[src/rtl/mcbsp_pkg.sv]
// Shared McBSP constants and state encoding for the frame master and its bench models.
package mcbsp_pkg;

  localparam int unsigned WORDS_PER_FRAME_DEF = 8;
  localparam int unsigned BITS_PER_WORD_DEF   = 32;
  localparam int unsigned NBITS               = WORDS_PER_FRAME_DEF * BITS_PER_WORD_DEF;
  localparam int unsigned CLK_DIV_DEF         = 4;
  localparam int unsigned IDLE_BITS_DEF       = 2;

  typedef enum logic [2:0] {
    ST_IDLE  = 3'd0,
    ST_SYNC  = 3'd1,
    ST_SHIFT = 3'd2,
    ST_GAP   = 3'd3,
    ST_FLUSH = 3'd4
  } state_t;

endpackage

[src/rtl/mcbsp_master_controller_if.sv]
// Host-side request/response bundle of the McBSP frame master.
interface mcbsp_master_controller_if
  import mcbsp_pkg::*;
#(
  parameter int unsigned FRAME_BITS = NBITS
) ();

  logic                  start;
  logic [FRAME_BITS-1:0] tx_data;
  logic                  busy;
  logic                  overrun;
  logic [FRAME_BITS-1:0] dataset_read;
  logic                  rx_valid;

  // Host side issues requests and consumes results.
  modport master (
    output start, tx_data,
    input  busy, overrun, dataset_read, rx_valid
  );

  // Controller side.
  modport slave (
    input  start, tx_data,
    output busy, overrun, dataset_read, rx_valid
  );

endinterface

[src/rtl/mcbsp_bitclk_gen.sv]
// Free-running McBSP bit clock with one-cycle rise/fall strobes aligned to the toggle.
module mcbsp_bitclk_gen
  import mcbsp_pkg::*;
#(
  parameter int unsigned CLK_DIV = CLK_DIV_DEF
) (
  input  logic a_clk,
  input  logic a_reset,
  output logic mcbsp_clk,
  output logic rise_tick,
  output logic fall_tick
);

  localparam int unsigned      CNT_W    = (CLK_DIV > 1) ? $clog2(CLK_DIV) : 1;
  localparam logic [CNT_W-1:0] CNT_LAST = CNT_W'(CLK_DIV - 1);

  logic [CNT_W-1:0] cnt;

  // Half-period counter; the strobe is high in the cycle the new clock level appears.
  always_ff @(posedge a_clk) begin
    if (a_reset) begin
      cnt       <= '0;
      mcbsp_clk <= 1'b0;
      rise_tick <= 1'b0;
      fall_tick <= 1'b0;
    end else begin
      rise_tick <= 1'b0;
      fall_tick <= 1'b0;
      if (cnt == CNT_LAST) begin
        cnt       <= '0;
        mcbsp_clk <= ~mcbsp_clk;
        rise_tick <= ~mcbsp_clk;
        fall_tick <= mcbsp_clk;
      end else begin
        cnt <= cnt + CNT_W'(1);
      end
    end
  end

endmodule

[src/rtl/mcbsp_master_controller.sv]
// McBSP frame master: drives bit clock, frame sync and tx data, captures the rx frame.
module mcbsp_master_controller
  import mcbsp_pkg::*;
#(
  parameter int unsigned WORDS_PER_FRAME = WORDS_PER_FRAME_DEF,
  parameter int unsigned BITS_PER_WORD   = BITS_PER_WORD_DEF,
  parameter int unsigned CLK_DIV         = CLK_DIV_DEF,
  parameter int unsigned IDLE_BITS       = IDLE_BITS_DEF
) (
  input  logic                     a_clk,
  input  logic                     a_reset,
  mcbsp_master_controller_if.slave host,
  output logic                     mcbsp_clk,
  output logic                     mcbsp_frame_start,
  output logic                     mcbsp_data_tx,
  input  logic                     mcbsp_data_rx
);

  localparam int unsigned FRAME_BITS  = WORDS_PER_FRAME * BITS_PER_WORD;
  localparam int unsigned FLUSH_FALLS = FRAME_BITS + IDLE_BITS;
  localparam int unsigned BIT_CNT_W   = $clog2(FRAME_BITS);
  localparam int unsigned FALL_CNT_W  = $clog2(FLUSH_FALLS);

  logic rise_tick;
  logic fall_tick;

  state_t                  state,    state_d;
  logic [FRAME_BITS-1:0]   tx_sh,    tx_sh_d;
  logic [FRAME_BITS-2:0]   rx_sh,    rx_sh_d;
  logic [BIT_CNT_W-1:0]    bit_cnt,  bit_cnt_d;
  logic [FALL_CNT_W-1:0]   fall_cnt, fall_cnt_d;
  logic                    pending,  pending_d;
  logic                    busy_d;
  logic                    overrun_d;
  logic                    fs_d;
  logic                    tx_d;
  logic [FRAME_BITS-1:0]   dataset_d;
  logic                    rx_valid_d;

  mcbsp_bitclk_gen #(
    .CLK_DIV (CLK_DIV)
  ) u_bitclk (
    .a_clk     (a_clk),
    .a_reset   (a_reset),
    .mcbsp_clk (mcbsp_clk),
    .rise_tick (rise_tick),
    .fall_tick (fall_tick)
  );

  // State and datapath registers; reset parks in FLUSH so a slave cut off mid-frame can finish.
  always_ff @(posedge a_clk) begin
    if (a_reset) begin
      state             <= ST_FLUSH;
      tx_sh             <= '0;
      rx_sh             <= '0;
      bit_cnt           <= '0;
      fall_cnt          <= FALL_CNT_W'(FLUSH_FALLS - 1);
      pending           <= 1'b0;
      host.busy         <= 1'b1;
      host.overrun      <= 1'b0;
      mcbsp_frame_start <= 1'b0;
      mcbsp_data_tx     <= 1'b0;
      host.dataset_read <= '0;
      host.rx_valid     <= 1'b0;
    end else begin
      state             <= state_d;
      tx_sh             <= tx_sh_d;
      rx_sh             <= rx_sh_d;
      bit_cnt           <= bit_cnt_d;
      fall_cnt          <= fall_cnt_d;
      pending           <= pending_d;
      host.busy         <= busy_d;
      host.overrun      <= overrun_d;
      mcbsp_frame_start <= fs_d;
      mcbsp_data_tx     <= tx_d;
      host.dataset_read <= dataset_d;
      host.rx_valid     <= rx_valid_d;
    end
  end

  // Next-state: request capture, frame sequencing on bit-clock strobes, idle/flush countdown.
  always_comb begin
    state_d    = state;
    tx_sh_d    = tx_sh;
    rx_sh_d    = rx_sh;
    bit_cnt_d  = bit_cnt;
    fall_cnt_d = fall_cnt;
    pending_d  = pending;
    overrun_d  = host.overrun;
    fs_d       = mcbsp_frame_start;
    tx_d       = mcbsp_data_tx;
    dataset_d  = host.dataset_read;
    rx_valid_d = 1'b0;

    // busy already covers the acceptance cycle because pending is still set there
    if (host.start) begin
      if (host.busy) begin
        overrun_d = 1'b1;
      end else begin
        pending_d = 1'b1;
      end
    end

    case (state)
      ST_IDLE: begin
        if (rise_tick && pending) begin
          tx_sh_d   = host.tx_data;
          fs_d      = 1'b1;
          pending_d = 1'b0;
          state_d   = ST_SYNC;
        end
      end

      ST_SYNC: begin
        if (rise_tick) begin
          fs_d      = 1'b0;
          tx_d      = tx_sh[FRAME_BITS-1];
          tx_sh_d   = {tx_sh[FRAME_BITS-2:0], 1'b0};
          bit_cnt_d = BIT_CNT_W'(FRAME_BITS - 1);
          state_d   = ST_SHIFT;
        end
      end

      ST_SHIFT: begin
        if (fall_tick) begin
          rx_sh_d = {rx_sh[FRAME_BITS-3:0], mcbsp_data_rx};
          if (bit_cnt == '0) begin
            dataset_d  = {rx_sh, mcbsp_data_rx};
            rx_valid_d = 1'b1;
            tx_d       = 1'b0;
            fall_cnt_d = FALL_CNT_W'(IDLE_BITS - 1);
            state_d    = ST_GAP;
          end else begin
            bit_cnt_d = bit_cnt - BIT_CNT_W'(1);
          end
        end
        if (rise_tick) begin
          tx_d    = tx_sh[FRAME_BITS-1];
          tx_sh_d = {tx_sh[FRAME_BITS-2:0], 1'b0};
        end
      end

      ST_GAP, ST_FLUSH: begin
        tx_d = 1'b0;
        fs_d = 1'b0;
        if (fall_tick) begin
          if (fall_cnt == '0) begin
            state_d = ST_IDLE;
          end else begin
            fall_cnt_d = fall_cnt - FALL_CNT_W'(1);
          end
        end
      end

      default: begin
        tx_d       = 1'b0;
        fs_d       = 1'b0;
        fall_cnt_d = FALL_CNT_W'(FLUSH_FALLS - 1);
        state_d    = ST_FLUSH;
      end
    endcase

    busy_d = (state_d != ST_IDLE) | pending_d;
  end

endmodule

[src/flat_wrapper.sv]
// flat-port wrapper written by rule: the top's interface ports become plain ports
module mcbsp_master_controller_flat import mcbsp_pkg::*;
#(
  parameter int unsigned WORDS_PER_FRAME = WORDS_PER_FRAME_DEF,
  parameter int unsigned BITS_PER_WORD   = BITS_PER_WORD_DEF,
  parameter int unsigned CLK_DIV         = CLK_DIV_DEF,
  parameter int unsigned IDLE_BITS       = IDLE_BITS_DEF
)
  (a_clk, a_reset, mcbsp_clk, mcbsp_frame_start, mcbsp_data_tx, mcbsp_data_rx, host_start, host_tx_data, host_busy, host_overrun, host_dataset_read, host_rx_valid);
  mcbsp_master_controller_if #(.FRAME_BITS((NBITS))) host_i ();
  input  logic a_clk;
  input  logic a_reset;
  output logic mcbsp_clk;
  output logic mcbsp_frame_start;
  output logic mcbsp_data_tx;
  input  logic mcbsp_data_rx;
  input wire logic [$bits(host_i.start)-1:0] host_start;
  input wire logic [$bits(host_i.tx_data)-1:0] host_tx_data;
  output wire logic [$bits(host_i.busy)-1:0] host_busy;
  output wire logic [$bits(host_i.overrun)-1:0] host_overrun;
  output wire logic [$bits(host_i.dataset_read)-1:0] host_dataset_read;
  output wire logic [$bits(host_i.rx_valid)-1:0] host_rx_valid;
  assign host_i.start = host_start;
  assign host_i.tx_data = host_tx_data;
  assign host_busy = host_i.busy;
  assign host_overrun = host_i.overrun;
  assign host_dataset_read = host_i.dataset_read;
  assign host_rx_valid = host_i.rx_valid;
  mcbsp_master_controller #(.WORDS_PER_FRAME(WORDS_PER_FRAME), .BITS_PER_WORD(BITS_PER_WORD), .CLK_DIV(CLK_DIV), .IDLE_BITS(IDLE_BITS)) u_core (.a_clk(a_clk), .a_reset(a_reset), .host(host_i), .mcbsp_clk(mcbsp_clk), .mcbsp_frame_start(mcbsp_frame_start), .mcbsp_data_tx(mcbsp_data_tx), .mcbsp_data_rx(mcbsp_data_rx));
endmodule
[config.mk]
export PLATFORM = sky130hd
export DESIGN_NAME = mcbsp_master_controller_flat
export DESIGN_NICKNAME = d
export VERILOG_FILES = /design/src/rtl/mcbsp_pkg.sv /design/src/rtl/mcbsp_master_controller_if.sv /design/src/rtl/mcbsp_bitclk_gen.sv /design/src/rtl/mcbsp_master_controller.sv /design/src/flat_wrapper.sv
export SDC_FILE = /design/constraint.sdc
export NUM_CORES = 2
export LEC_CHECK = 0
export ABC_AREA = 1
export CAP_MARGIN = 20
export CORE_UTILIZATION = 31
export CTS_CLUSTER_DIAMETER = 120
export DETAILED_ROUTE_END_ITERATION = 10
export PLACE_DENSITY = 0.54
export SYNTH_ARGS = -nofsm -noshare
export SYNTH_HDL_FRONTEND = slang
export SYNTH_SLANG_ARGS = --single-unit
[constraint.sdc]
create_clock -name a_clk -period 2.5 [get_ports a_clk]
set_input_delay 0.625 -clock a_clk [delete_from_list [all_inputs] [get_ports a_clk]]
set_output_delay 0.625 -clock a_clk [all_outputs]
set_load 0.005 [all_outputs]
After elaboration in Yosys (flattened, before gate mapping)

Cells that the tools add are included.

Flip-flop bits (word level): 798
Bits in latches: 0
RAM bits: 0
Memory bits (read-only): 0
Input bits: 260
Output and inout port bits: 262
Logic and storage cells: 94
Memories kept: 0

Add/subtract/negate cells: 3
Multipliers: 0
Div/mod/pow operators: 0
$lt $le $gt $ge: 0
Equality and inequality tests: 15
Shifts and indexed selects: 0
Mux-type cells: 32
Bitwise operators: 7
Reduce and logical (&&, ||, !) cells: 21

Operators by type and width:

| operator                                                               | count |
|---|---|
| 256-bit 2-to-1 mux                                                     | 2 |
| 256-bit case mux with 2 select lines                                   | 1 |
| 9-bit 2-to-1 mux                                                       | 4 |
| 9-bit case mux with 3 select lines                                     | 1 |
| 8-bit 2-to-1 mux                                                       | 3 |
| 3-bit 2-to-1 mux                                                       | 6 |
| 8-bit case mux with 2 select lines                                     | 1 |
| 3-bit case mux with 4 select lines                                     | 1 |
| 1-bit 2-to-1 mux                                                       | 11 |
| 2-bit != test (second input constant)                                  | 5 |
| 2-bit OR reduction                                                     | 5 |
| 9-bit zero test                                                        | 1 |
| 3-bit AND reduction                                                    | 3 |
| 9-bit by 1-bit subtractor with 9-bit output (second input constant)    | 1 |
| 8-bit zero test                                                        | 1 |
| 4-bit AND reduction                                                    | 2 |
| 8-bit by 1-bit subtractor with 8-bit output (second input constant)    | 1 |
| 3-bit by 2-bit equality test with 1-bit output (second input constant) | 2 |
| 2-bit by 1-bit != test with 1-bit output (second input constant)       | 3 |
| 1-bit NOT                                                              | 6 |
| 1-bit case mux with 3 select lines                                     | 2 |
| 5-bit AND reduction                                                    | 1 |
| 2-bit AND reduction                                                    | 2 |
| 2-bit nonzero test                                                     | 2 |
| 11 further kinds                                                       | 11 |

Longest topological paths before layout

Depth in word-level cells: 6
Depth in mapped cells: 11
Mapped depth without buffers: 11

Hierarchy

From an unflattened synthesis, not the netlist that was laid out.

Cell total of the unflattened synthesis: 3,805
Area total of the unflattened synthesis: 29,477.0 um2

By module, submodules not included:

| module                  | times used | cells an instance | area an instance (um2) |
|---|---|---|---|
| mcbsp_master_controller | 1          | 3,786             | 29,311.9 |
| mcbsp_bitclk_gen        | 1          | 19                | 165.2 |

Worst setup path before layout

Ideal clock, no wire load.

Path type: in2reg
From: in a_reset
To: reg u_core.tx_sh[176]
Setup time: 0.059 ns
Data arrival time: 1.704 ns
Data required time: 2.441 ns
Slack: 0.738 ns
Stages on the path: 5
Path through: inv_2 clkbuf_1 buf_1 clkbuf_1 o211a_1

RTL lines:

| item                   | line                          | RTL |
|---|---|---|
| start: declaration     | flat_wrapper.sv:12            | `input logic a_reset;` |
| end signal: assignment | mcbsp_master_controller.sv:67 | `tx_sh <= tx_sh_d;` |
| end: declaration       | mcbsp_master_controller.sv:28 | `logic [FRAME_BITS-1:0] tx_sh, tx_sh_d;` |

No word-level cell between the ends.

Worst setup path after layout

From: reg u_core.host.dataset_read[3]
To: out host_dataset_read[3]

RTL lines:

| item                     | line                             | RTL |
|---|---|---|
| start: declaration       | mcbsp_master_controller_if.sv:24 | `output busy, overrun, dataset_read, rx_valid` |
| start signal: assignment | mcbsp_master_controller.sv:76    | `host.dataset_read <= dataset_d;` |
| end: declaration         | flat_wrapper.sv:21               | `output wire logic [$bits(host_i.dataset_read)-1:0] host_dataset_read;` |

No word-level cell between the ends.

==> results_dict.tcl <==
set metrics [dict create \
    numClockSinks 798 \
    cts_tree "built" \
    maxSlewViolCount 0 \
    critPathBufInv 1 \
    synth-edff-count 0 \
    cpMaxStageDelayCell "clkdlybuf4s50_1" \
    cp-endpoint "host_dataset_read[3]" \
    path_cells "clkdlybuf4s50_1" \
    tns_ns 0 \
    nets 4462 \
    status "finished clean" \
    initial_core_util 0.3135 \
    critPathMaxStageDelay_ns 0.69 \
    ys.flop_type "dfxtp_1" \
    drtPass1Iterations 5 \
    gp_congestion 0.7974 \
    clockBufferDepth 3 \
    synthTopCellsByArea "dfxtp_1, o21ai_0, nand3_1, o211a_1, nand2_1" \
    synth_top_area_cell "dfxtp_1" \
    gr-usage-met3 0.04764 \
    synthesis.nets 4099 \
    worstPathRequired_ns 1.88 \
    whs_ns 0.4299 \
    finalNonFillerCells 5557 \
    cts.reportedPaths.clkPinSlew_ns 0.06 \
    grt_busiest_layer "met2" \
    period_minus_slack_ns 2.299 \
    die_h_um 317.5 \
    drive_above_1_share 0.05958 \
    synthArstFlopShare 0 \
    crit_fanout 2 \
    grt_pass1_vias 26010 \
    leakage_nw 18.14 \
    avgSynthCellArea_um2 8.044 \
    grtUsageMet1 0.2236 \
    synth_seq_area_share 0.5178 \
    r2r-start "u_core.state[2]" \
    design.die.area_um2 100800 \
    io-pin-count 522 \
    finalClockSkew_ns 0.02633 \
    yosys.area.top_type_share 0.5178 \
    r2r_slack_ns 0.35 \
    drc_errors 0 \
    detail-route-antenna-nets 0 \
    crit_path_start_kind "flop" \
    cp-end-kind "output pin" \
    min_period_over_period 0.9197 \
    timing.rr.end "u_core.host.dataset_read[135]" \
    critPathKind "flop to output pin" \
    max_clock_freq_ghz 0.4349 \
    wl_per_cell_um 16.62 \
    placementRows 115 \
    reg2reg_depth 10 \
    power_frac_seq 0.471 \
    core_area_um2 98420 \
    ctsHoldBuffers 0 \
    port_buffers 521 \
    peakVddDrop_mv 0.5291 \
    grt_usage 0.1781 \
    switching_share 0.2165 \
    antenna_found_initial 12 \
    cpLargestDelayFamily "buffers and inverters" \
    crit_start "u_core.host.dataset_read[3]" \
    p_sw_w 0.005847 \
    num_vias 27070 \
    post_cts_resized 0 \
    path_depth 1 \
    syn_to_final_growth_pct 31.51 \
    cts_setup_buffers 0 \
    yosysWarnings 0 \
    power.internal_w 0.02117 \
    worst_slew_pin_slew_ns 0.8917 \
    yosysMostFrequentCell "dfxtp_1" \
    netlist_instances 3835 \
    drt_iter0_drc 2014 \
    die_w_um 317.5 \
    setup_viol 0 \
    via_per_inst 4.871 \
    ys_seq_elements 798 \
    place_hpwl_mm 58.94 \
    insertion_delay_ns 0.65 \
    place_inst 5395 \
    grt-ovfl-total 0 \
    cts_root_buf "clkbuf_16" \
    rsz0062_at_grt "false" \
    combPwrFrac 0.033 \
    relSlewSlack 0.4056 \
    worstPathArrival_ns 1.67 \
    grt_max_degree 176 \
    cts_made_buffers 88 \
    p_clk_frac 0.496 \
    p_per_area_nw_per_um2 665.9 \
    hold_violations 0 \
    cts.htree.levels 3 \
    wl_mm 92.38 \
    cap_violations 0 \
    worstHoldPathType "flop to flop" \
    gr-usage-met2 0.2927 \
    syn_area_um2 30850 \
    synthTopCellsByCount "dfxtp_1, nand2_1, o21ai_0" \
    synthDistinctLibCells 30 \
    grt_pass1_wl_mm 146.6 \
]
-- power groups by stage --
stage          sequential, W  clock (W)  combinational [W]
3_3_place_gp          0.0130          0           0.000915
5_1_grt               0.0127     0.0143           0.000974
6_report              0.0127     0.0134           0.000900
4_1_cts               0.0127     0.0138           0.000914
2_1_floorplan         0.0130          0           0.000290
3_5_place_dp          0.0130          0           0.000908
-- state kept, by name, summed over array words and instances (netlist names) --
register and count:
u_core.tx_sh 256, u_core.u_bitclk.mcbsp_clk 1, u_core.pending 1, u_core.u_bitclk.cnt 2, u_core.host.busy 1, u_core.host.overrun 1, u_core.mcbsp_data_tx 1, u_core.rx_sh 255
u_core.host.rx_valid 1, u_core.u_bitclk.rise_tick 1, u_core.state 3, u_core.bit_cnt 8, u_core.mcbsp_frame_start 1, u_core.fall_cnt 9, u_core.host.dataset_read 256, u_core.u_bitclk.fall_tick 1
-- cells by family after synthesis --
group,count (synthesis),share of synthesized area
flip-flops,798,0.5178
AND/OR/NAND/NOR,1608,0.2201
XOR/XNOR,6,0.001703
AO/OA/AOI/OAI,967,0.1985
adder cells (fa/ha/maj),4,0.001622
buffers and inverters,452,0.06027
-- how the worst min path moves through the flow --
stage                                start                            end  slack [ns]  cells after the start
floorplan           u_core.u_bitclk.cnt[0]         u_core.u_bitclk.cnt[0]        0.40                      1
global placement    u_core.u_bitclk.cnt[0]         u_core.u_bitclk.cnt[0]        0.41                      1
detailed placement  u_core.u_bitclk.cnt[0]         u_core.u_bitclk.cnt[0]        0.42                      1
CTS                      u_core.rx_sh[155]  u_core.host.dataset_read[156]        0.43                      2
global route        u_core.u_bitclk.cnt[0]         u_core.u_bitclk.cnt[0]        0.45                      1
finish              u_core.u_bitclk.cnt[0]         u_core.u_bitclk.cnt[0]        0.43                      1
-- through the flow --
step / total power [W] / utilization / setup slack, ns / area [um^2]
3_3_place_gp: 0.01392 / 0.3818 / 0.2834 / 37570
6_report: 0.02701 / 0.4122 / 0.2007 / 40570
2_1_floorplan: 0.01330 / - / 0.7376 / 30850
4_1_cts: 0.02744 / 0.4120 / 0.07192 / 40550
3_5_place_dp: 0.01392 / 0.3818 / 0.2454 / 37570
5_1_grt: 0.02799 / 0.4122 / 0.006740 / 40570
-- per-layer routing --
| layer | vias up | part of all wire |
|---|---|---|
| met2 | 472 | 0.47 |
| met1 | 12700 | 0.44 |
| met4 | 10 | 0.028 |
| met5 | - | 0.00068 |
| li1 | 13760 | - |
| met3 | 137 | 0.056 |
-- placed cells by master (no fill, tap or decap), drive strengths merged --
| master | count |
|---|---|
| a21oi | 104 |
| buf | 91 |
| bufinv | 8 |
| clkbuf | 123 |
| clkdlybuf4s50 | 521 |
| clkinv | 15 |
| clkinvlp | 4 |
| dfxtp | 798 |
| diode | 7 |
| ha | 4 |
| inv | 118 |
| nand2 | 669 |
| nand3 | 532 |
| nand3b | 1 |
| nand4 | 6 |
| nor2 | 393 |
| nor3 | 3 |
| o211a | 253 |
| o21ai | 608 |
| o21bai | 2 |
| or2 | 4 |
| xnor2 | 1 |
| xor2 | 5 |
-- cell type report --
cell class                      instances  area, um^2
Sequential cell                       798       15980
Timing Repair Buffer                  612        6499
Fill cell                            9959       57850
Inverter                              113       456.7
Clock inverter                         32       430.4
Multi-Input combinational cell       2585       13030
Tap cell                             1287        1610
Clock buffer                          123        2546
Antenna cell                            7       17.52
(Power assumes the default switching activity.)
